File: src/rtl/lock_pkg.sv
// Shared types and helpers for the lock button conditioner.
package lock_pkg;

    localparam int NUM_BTNS = 2;
    localparam int BTN_ZERO = 0;
    localparam int BTN_ONE  = 1;

    typedef logic [NUM_BTNS-1:0] btn_vec_t;

    // A press only counts when it is the sole rising button and the other is not held.
    function automatic btn_vec_t arbitrate(input btn_vec_t rise, input btn_vec_t level);
        btn_vec_t pulse;
        pulse           = '0;
        pulse[BTN_ZERO] = rise[BTN_ZERO] & ~rise[BTN_ONE]  & ~level[BTN_ONE];
        pulse[BTN_ONE]  = rise[BTN_ONE]  & ~rise[BTN_ZERO] & ~level[BTN_ZERO];
        return pulse;
    endfunction

endpackage

File: src/rtl/lock_debounce_bit.sv
// One button channel: synchroniser, debounce counter, debounced level,
// arming flag and registered rising-edge detect.
module lock_debounce_bit #(
    parameter int DEBOUNCE_CYCLES = 16,
    parameter int SYNC_STAGES     = 2
) (
    input  logic clk,
    input  logic rst,
    input  logic raw,
    output logic level,
    output logic rise,
    output logic armed
);

    localparam int CNT_W = $clog2(DEBOUNCE_CYCLES);
    localparam logic [CNT_W-1:0] CNT_MAX = CNT_W'(DEBOUNCE_CYCLES - 1);

    logic [SYNC_STAGES-1:0] sync_reg;
    logic [SYNC_STAGES-1:0] valid_reg;
    logic [CNT_W-1:0]       cnt_reg;
    logic [CNT_W-1:0]       cnt_next;
    logic                   level_reg;
    logic                   level_next;
    logic                   level_prev_reg;
    logic                   armed_reg;
    logic                   armed_next;
    logic                   s;

    assign s = sync_reg[SYNC_STAGES-1];

    always_comb begin
        cnt_next   = cnt_reg;
        level_next = level_reg;
        armed_next = armed_reg;
        if (s == level_reg) begin
            cnt_next = '0;
        end else if (cnt_reg == CNT_MAX) begin
            level_next = s;
            cnt_next   = '0;
        end else begin
            cnt_next = cnt_reg + 1'b1;
        end
        // Only trust s once it carries a real post-reset sample, otherwise the
        // zeroed chain would arm a button that was held through reset.
        if (valid_reg[SYNC_STAGES-1] && !s && !level_reg) begin
            armed_next = 1'b1;
        end
    end

    always_ff @(posedge clk) begin
        if (rst) begin
            sync_reg       <= '0;
            valid_reg      <= '0;
            cnt_reg        <= '0;
            level_reg      <= 1'b0;
            level_prev_reg <= 1'b0;
            armed_reg      <= 1'b0;
        end else begin
            sync_reg       <= {sync_reg[SYNC_STAGES-2:0], raw};
            valid_reg      <= {valid_reg[SYNC_STAGES-2:0], 1'b1};
            cnt_reg        <= cnt_next;
            level_reg      <= level_next;
            level_prev_reg <= level_reg;
            armed_reg      <= armed_next;
        end
    end

    assign level = level_reg;
    assign rise  = level_reg & ~level_prev_reg & armed_reg;
    assign armed = armed_reg;

endmodule

File: src/rtl/lock_button_conditioner.sv
// Two-button front-end: per-button debounce channels plus press arbitration.
// Optional chord_clr output is built when LOCK_BTN_CHORD_CLR_EN is defined.
module lock_button_conditioner
    import lock_pkg::*;
#(
    parameter int DEBOUNCE_CYCLES = 16,
    parameter int SYNC_STAGES     = 2
) (
    input  logic     clk,
    input  logic     rst,
    input  btn_vec_t btn_raw,
    output btn_vec_t b,
    output btn_vec_t btn_level
`ifdef LOCK_BTN_CHORD_CLR_EN
    ,
    output logic     chord_clr
`endif
);

    btn_vec_t level_w;
    btn_vec_t rise_w;
    btn_vec_t armed_w;
    btn_vec_t b_reg;

    generate
        for (genvar gi = 0; gi < NUM_BTNS; gi++) begin : g_btn
            lock_debounce_bit #(
                .DEBOUNCE_CYCLES(DEBOUNCE_CYCLES),
                .SYNC_STAGES    (SYNC_STAGES)
            ) u_bit (
                .clk  (clk),
                .rst  (rst),
                .raw  (btn_raw[gi]),
                .level(level_w[gi]),
                .rise (rise_w[gi]),
                .armed(armed_w[gi])
            );
        end
    endgenerate

    always_ff @(posedge clk) begin
        if (rst) begin
            b_reg <= '0;
        end else begin
            b_reg <= arbitrate(rise_w, level_w);
        end
    end

    assign b         = b_reg;
    assign btn_level = level_w;

`ifdef LOCK_BTN_CHORD_CLR_EN
    logic chord_clr_reg;

    // Fires on the edge the pair becomes 11; a b pulse is impossible then
    // because each button sees the other debounced high.
    always_ff @(posedge clk) begin
        if (rst) begin
            chord_clr_reg <= 1'b0;
        end else begin
            chord_clr_reg <= (&level_w) & (|rise_w) & (&armed_w);
        end
    end

    assign chord_clr = chord_clr_reg;
`else
    logic unused_armed;
    assign unused_armed = &{1'b0, armed_w};
`endif

endmodule

File: config.mk
export PLATFORM = sky130hd
export DESIGN_NAME = lock_button_conditioner
export DESIGN_NICKNAME = d
export VERILOG_FILES = /design/src/rtl/lock_pkg.sv /design/src/rtl/lock_debounce_bit.sv /design/src/rtl/lock_button_conditioner.sv
export SDC_FILE = /design/constraint.sdc
export NUM_CORES = 1
export LEC_CHECK = 0
export ABC_CLOCK_PERIOD_IN_PS = 1850
export CAP_MARGIN = 0
export CELL_PAD_IN_SITES_DETAIL_PLACEMENT = 1
export CELL_PAD_IN_SITES_GLOBAL_PLACEMENT = 2
export CORE_UTILIZATION = 33
export CTS_CLUSTER_DIAMETER = 150
export CTS_CLUSTER_SIZE = 24
export DETAILED_ROUTE_END_ITERATION = 8
export PLACE_DENSITY_LB_ADDON = 0.05
export SLEW_MARGIN = 0
export SYNTH_ARGS = -nofsm -noshare
export SYNTH_HDL_FRONTEND = slang
export SYNTH_SLANG_ARGS = --single-unit
File: constraint.sdc
create_clock -name clk -period 1.85 [get_ports clk]
set_clock_uncertainty 0.15 [all_clocks]
set_input_delay 0.555 -clock clk [delete_from_list [all_inputs] [get_ports clk]]
set_output_delay 0.555 -clock clk [all_outputs]
set_load 0.005 [all_outputs]
Word level (Yosys, flattened, before mapping) --
Cells that the tools add are included.
Word-level totals: register bits 24, input bits 4, output and inout port bits 4, word-level logic and storage cells 51
Cells by class: $add $sub $neg 2, equal/unequal tests 4, muxes and demuxes 2, bitwise gates (word level) 16, reductions and logical operators 12
Operator list (number):
- adder 4 x 1 -> 4 bit (second input constant) | 2
- AND 1 bit | 8
- equality test 4 bit (second input constant) | 2
- inverter 1 bit | 8
- OR reduction 3 bit | 2
- logical AND 1 bit | 4
- zero test 1 bit | 4
- AND reduction 2 bit | 2
- equality test 1 bit | 2
- two-way mux 1 bit | 2

Logic depth before layout (Yosys ltp) --
Gate-level depths: netlist of run 1.
depth in word-level cells 6, gate-level depth with buffers 4

Hierarchy --
Synthesis of run 1 repeated with hierarchy kept, for this count alone.
Unflattened totals: cells, all modules 74, area, all modules 788.3 um^2
Modules (own cells, without submodules):
- lock_debounce_bit | times used 2, cells each 35, area each 365.4 um^2, seq. area each 220.2 um^2
- lock_button_conditioner | times used 1, cells each 4, area each 57.6 um^2, seq. area each 40.0 um^2

Worst setup path after synthesis of run 1 --
OpenSTA, ideal clock, no wires.
path type reg2reg, start point register g_btn[0].u_bit.cnt_reg[0], end point register g_btn[0].u_bit.cnt_reg[2], setup time 0.064 ns, arrival time 1.171 ns, data required time 1.636 ns, slack 0.465 ns, cell stages (with the launch flop) 5, buffers on the path 0, cells stage by stage dfxtp_1 > ha_1 > and3_1 > or3_4 > nor2_1
Between the ends: cells in the longest elaborated chain, start to end 2, elaborated cells on any way between the ends 3
Ends and longest elaborated chain:
- start: declaration | RTL line lock_debounce_bit.sv:20 | logic [CNT_W-1:0] cnt_reg;
- start signal: assignment | RTL line lock_debounce_bit.sv:61 | cnt_reg <= cnt_next;
- parallel branches: the longest is 2 deep, another holds adder 4 x 1 -> 4 bit
Several ways; the timed one is not identified. A chain may end at the register's enable or synchronous reset.

Final worst setup path of run 1 --
start point register g_btn[0].u_bit.level_reg, end point output port btn_level[0]
RTL lines:
- start: declaration | RTL line lock_debounce_bit.sv:22 | logic level_reg;
- start signal: assignment | RTL line lock_debounce_bit.sv:62 | level_reg <= level_next;
- end: declaration | RTL line lock_button_conditioner.sv:13 | output btn_vec_t btn_level
No word-level cell between the ends.

==> results.ini, run 1 <==
[die]
placeableCoreArea_mm2 = 0.00204
initial_core_util_pct = 36.2
die_x_um = 49.3
die_h_um = 49.3
dieArea_mm2 = 0.00243
rows = 16
pin_count = 8

[sta]
fmax_ghz = 0.627
tightestPinTransition_ns = 0.156
layout_min_cycle_time_ns = 1.60
finalHoldViolCount = 0
fin_crit_sh_pct = 86.2
setup_viol = 0
tns_ns = 0
rsz0062_at_grt = false
finalMaxSlewViolations = 0
relSlewSlack_pct = 89.5

[layout]
layout.cells.non_filler = 109
largest_reg_flops = 8
nets = 89
fillers = 247
drive_above_1_share_pct = 13.4
synthToLayoutAreaGrowth_pct = 19.6
diodes = 0

[route]
via_per_inst = 4.39
dr_total_vias = 478
first_pass_iters = 2
ant_nets = 0
detail_route.wirelength_mm = 1.11
post_drt_wl_per_cell_um = 10.2
drc = 0
drtIter0Drc = 3

[critical_path]
critPathRequiredTime_ns = 1.14
reg2reg_to = g_btn[1].u_bit.cnt_reg[2]
endpoint_kind = primary output
r2r-start = g_btn[1].u_bit.cnt_reg[0]
criticalPathCategory = flop to primary output
start_kind = flop
cp_num_buf_inv = 1
ff2ff_setup_slack_ns = 0.34
reg2regPathDepth = 4
critPathSlowestCell = dfxtp_2
crit_chain = dlygate4sd2_1
cp_max_fo = 2
arrival_ns = 0.89
cpPeakStageDelay_ns = 0.34
critPathTopFamily = flip-flops

[global_route]
grt_usage_pct = 11.1
grt_pass1_vias = 485
grt.overflow.total = 0
grt_max_degree = 13
grt_pass1_wl_mm = 1.99
antenna_found_initial = 0

[run]
maxCapViolCount = 0

[clock_tree]
cts_buffers = 3
clock_path_buffers = 2
cts_root_buf = clkbuf_4
postCtsSetupRepairBufs = 0
cts_max_level = 1
cts.sinks = 22
clock_latency_ns = 0.30
clkTransAtPathRegs_ns = 0.11
hold_buffers = 0
cts_tree = yes

[synth]
synth_nets = 77
async_flop_share_pct = 0
syn-instance-count = 71
yosys_warnings = 0
synth_edf_count = 0
synth-seq-cells = 22
synth.most_common_cell = dfxtp_1
yosys-top-cells-area = dfxtp_1 (60%), nor2_1 (8.1%), nor2b_1 (5.9%), xnor2_1 (4.7%), and3_1 (3.4%)
post-synth-top-area-cell = dfxtp_1
synth_top_area_share_pct = 59.6
ys_types = 14
ys_seq_area_share_pct = 59.6
syn_area_per_cell_um2 = 10.4
synthFlopType = dfxtp_1
synthesis.area_um2 = 739
synthTopCellsByCount = dfxtp_1 (22), nor2_1 (16), nor2b_1 (7), and3_1 (4), xnor2_1 (4)

[placement]
routabilityCongestion = 0.653
hpwl_um = 864
io_buffers = 7
dp.cells = 105

[pwr]
p_per_area_mw_per_mm2 = 866
power.leakage_nw = 0.387
peakVddDrop_mv = 0.603

[min_path]
min_to = g_btn[1].u_bit.sync_reg[1]
hold_class = flop to flop
hold_path_depth = 1
holdCritStartpoint = g_btn[1].u_bit.sync_reg[0]

[outcome]
status = finished, final reports clean

layer usage:
layer	GRT usage [%]	vias up	routed length, um
met5	0	-	0
met2	18.9	8	572
li1	-	247	-
met1	11.9	223	484
met4	2.94	0	0
met3	5.61	0	53
cell type report:
type                    count  area [um2]  share of cell area [%]
well taps                  27        33.8                    3.82
multi-input cells          43         269                    30.4
flip-flops and latches     22         443                    50.1
repair buffers             10        91.3                    10.3
inverters                   3        11.3                    1.27
clock buffers               4        36.3                    4.10
logic make-up after synthesis:
group | Yosys count | share of synthesized area (%)
compound gates | 2 | 1.35
xor+xnor | 6 | 7.11
fa+ha+maj | 2 | 3.38
buf+inv | 6 | 4.06
flops | 22 | 59.6
mux | 2 | 2.71
simple gates | 31 | 21.8
repair_timing:
item,in CTS,in global routing
resized for setup,5,1
endpoints found under the setup margin,3,1
pin swaps,0,0
endpoints found under the hold margin,0,0
power breakdown:
part	switching (W)	internal, W
Sequential	0.00000488	0.000484
Clock	0.000131	0.000120
Combinational	0.0000111	0.0000149
worst max path at each step:
stage                         startpoint                   endpoint  slack, ns  depth (start not counted)
2_1_floorplan  g_btn[0].u_bit.cnt_reg[0]  g_btn[0].u_bit.cnt_reg[2]       0.47                          4
3_3_place_gp                         rst  g_btn[1].u_bit.cnt_reg[3]       0.11                          3
3_5_place_dp                         rst                       b[0]       0.08                          4
4_1_cts                             b[1]                       b[1]      0.006                          1
5_1_grt             g_btn[0].u_bit.level               btn_level[0]       0.20                          1
6_report            g_btn[0].u_bit.level               btn_level[0]       0.25                          1
stage by stage:
stage               area, um2  setup WS, ns  power, W  utilization, %  hold slack, ns
global route              885         0.204  0.000808            43.3           0.318
detailed placement        847        0.0806  0.000527            41.5           0.277
finish                    885         0.255  0.000766            43.3           0.299
global placement          847         0.107  0.000526            41.5           0.269
CTS                       882       0.00647  0.000782            43.2           0.305
floorplan                 739         0.465  0.000514               -           0.264
cells in the final DEF, fill, tap and decap left out:
cell type / netlist / routed
a21oi_1: 2 / 2
nor2_1: 16 / 16
clkbuf_4: 0 / 3
xnor2_1: 4 / 4
and3_1: 4 / 4
xor2_1: 2 / 2
dlygate4sd2_1: 0 / 3
nand3_1: 2 / 2
nor2b_1: 7 / 7
clkbuf_8: 0 / 1
ha_1: 2 / 2
clkdlybuf4s50_1: 0 / 3
dfxtp_1: 22 / 20
dfxtp_2: 0 / 2
inv_1: 3 / 3
dlymetal6s2s_1: 0 / 1
buf_4: 2 / 3
or3_4: 2 / 2
mux2i_1: 2 / 2
(Power assumes the default switching activity.)
==> inputs of run 2 (changes only) <==
--- a/config.mk
+++ b/config.mk
@@ -8,8 +8,8 @@
 export ABC_CLOCK_PERIOD_IN_PS = 1850
 export CAP_MARGIN = 0
 export CELL_PAD_IN_SITES_DETAIL_PLACEMENT = 1
-export CELL_PAD_IN_SITES_GLOBAL_PLACEMENT = 2
-export CORE_UTILIZATION = 33
+export CELL_PAD_IN_SITES_GLOBAL_PLACEMENT = 1
+export CORE_UTILIZATION = 40
 export CTS_CLUSTER_DIAMETER = 150
 export CTS_CLUSTER_SIZE = 24
 export DETAILED_ROUTE_END_ITERATION = 8
==> run 2 against run 1 <==
  * Maximum frequency rose by 6.3%
  * Non-clock buffer count rose by 1
  * Total power fell by 5.0%
  * Flip-flop and latch count did not move
  * Highest routed layer is now met4
  * Global-route usage rose by 3.6 points
  * Die area fell by 17%
  * Final cell count fell by 1.8%
  * Routed wire length rose by 3.2%
  * Setup slack improved by 0.095 ns
  * Sequential share of layout area fell by 0.071 points
  * Register-to-register slack barely moved
  * Critical path depth rose by 3
  * Largest power group unchanged
==> results.ini, run 2 (synthesis results as in run 1) <==
[layout]
fillers = 203
register_area_um2 = 444
largest_reg_flops = 8
drive_above_1_share_pct = 14.6
synthToLayoutAreaGrowth_pct = 20.1
design_area_um2 = 888
nets = 90
diodes = 0
layout.cells.most_common_list = dfxtp_1 (19), nor2_1 (16), nor2b_1 (7)
final_util_pct = 51.4
multi_input_area_um2 = 269
final_common_cell = dfxtp_1

[critical_path]
cp_max_fo = 4
critPathTopFamily = simple AND/OR/NAND/NOR gates
endpoint_kind = flop
criticalPathCategory = flop to flop
ff2ff_setup_slack_ns = 0.35
cp_num_buf_inv = 0
startpoint = g_btn[1].u_bit.cnt_reg[0]
crit_chain = ha_1, and3_1, or3_4, nor2_1
arrival_ns = 1.59
start_kind = flop
critPathRequiredTime_ns = 1.94
r2r-start = g_btn[1].u_bit.cnt_reg[0]
cpPeakStageDelay_ns = 0.40
critPathSlowestCell = or3_4

[sta]
fmax_ghz = 0.667
tightestPinTransition_ns = 0.125
final.setup.worst_slack_ns = 0.350
finalHoldViolCount = 0
rsz0062_at_grt = false
fin_crit_sh_pct = 81.1
layout_min_cycle_time_ns = 1.50
finalMaxSlewViolations = 0
setup_viol = 0
relSlewSlack_pct = 91.4
tns_ns = 0

[route]
first_pass_iters = 3
drtIter0Drc = 3
dr_total_vias = 467
detail_route.wirelength_mm = 1.15
post_drt_wl_per_cell_um = 10.7
ant_nets = 0
via_per_inst = 4.36
drc = 0

[global_route]
grt.overflow.total = 0
grt_pass1_wl_mm = 2.01
grt_usage_pct = 14.7
grt_pass1_vias = 471
antenna_found_initial = 0
grt_max_degree = 12

[clock_tree]
clock_path_buffers = 2
clock_latency_ns = 0.30
cts_max_level = 1
cts.sinks = 22
cts_buffers = 3
cts_tree = yes
cts_root_buf = clkbuf_4
clkTransAtPathRegs_ns = 0.11

[placement]
hpwl_um = 835
place_area_um2 = 852
dpl_worst_slack_ns = 0.0428
routabilityCongestion = 0.659
io_buffers = 7

[pwr]
fin_total_pwr_w = 0.000727
p_sw_w = 0.000151
p_comb_share_pct = 3.8
power.leakage_nw = 0.427
p_int_w = 0.000576
clkPwrFrac_pct = 29.0
sw_frac_of_total_pct = 20.8
p_per_area_mw_per_mm2 = 819
peakVddDrop_mv = 0.509
pwr-share-seq_pct = 67.2

[die]
die_h_um = 45.0
placeableCoreArea_mm2 = 0.00173
pin_count = 8
initial_core_util_pct = 42.8
rows = 15
die_x_um = 45.0
dieArea_mm2 = 0.00202

[min_path]
holdCritStartpoint = g_btn[1].u_bit.sync_reg[0]
hold_class = flop to flop

[outcome]
status = finished, final reports clean

[run]
maxCapViolCount = 0

run 2: cell types whose count changed in the layout (fill, tap and decap cells not counted), sizes merged:
cell / before / now
dlygate4sd2: 3 / 0
buf: 3 / 4
dlymetal6s2s: 1 / 4
clkbuf: 4 / 3
run 2: per-layer routing:
layer,GRT usage (%),part of all wire [%]
met5,0,0
met1,17.7,46
met2,23.5,51
met4,9.09,1.1
met3,3.60,2.3
run 2: worst paths after layout:
| check | endpoint | depth (start not counted) |
|---|---|---|
| hold / removal | g_btn[1].u_bit.sync_reg[1] | 1 |
| setup reg to reg | g_btn[1].u_bit.cnt_reg[1] | 4 |
| setup / recovery | g_btn[1].u_bit.cnt_reg[1] | 4 |
| hold reg to reg | g_btn[1].u_bit.sync_reg[1] | 1 |
run 2: power by group through the flow:
stage	Clock, W	Combinational [W]	Sequential (W)
floorplan	0	0.0000149	0.000499
global placement	0	0.0000273	0.000500
detailed placement	0	0.0000279	0.000500
CTS	0.000220	0.0000282	0.000489
global route	0.000242	0.0000311	0.000491
finish	0.000211	0.0000276	0.000489
run 2: timing repair:
item | in CTS | in global routing
buffers inserted | 0 | 0
hold buffers | 0 | 0
endpoints found under the setup margin | 2 | 4
resized for setup | 2 | 5
hold endpoints to repair | 0 | 0
run 2: metrics by stage:
step                      instances  hold WS [ns]
after global routing            107         0.324
after detailed placement        104         0.279
after floorplan                  71         0.264
after CTS                       107         0.304
after global placement          104         0.270
final                           107         0.301
run 2: layout make-up:
type	count	area share (%)
clock buffer	3	2.54
inverter	3	1.27
multi-input combinational	43	30.3
sequential	22	50.0
tap	25	3.52
timing repair buffer	11	12.4
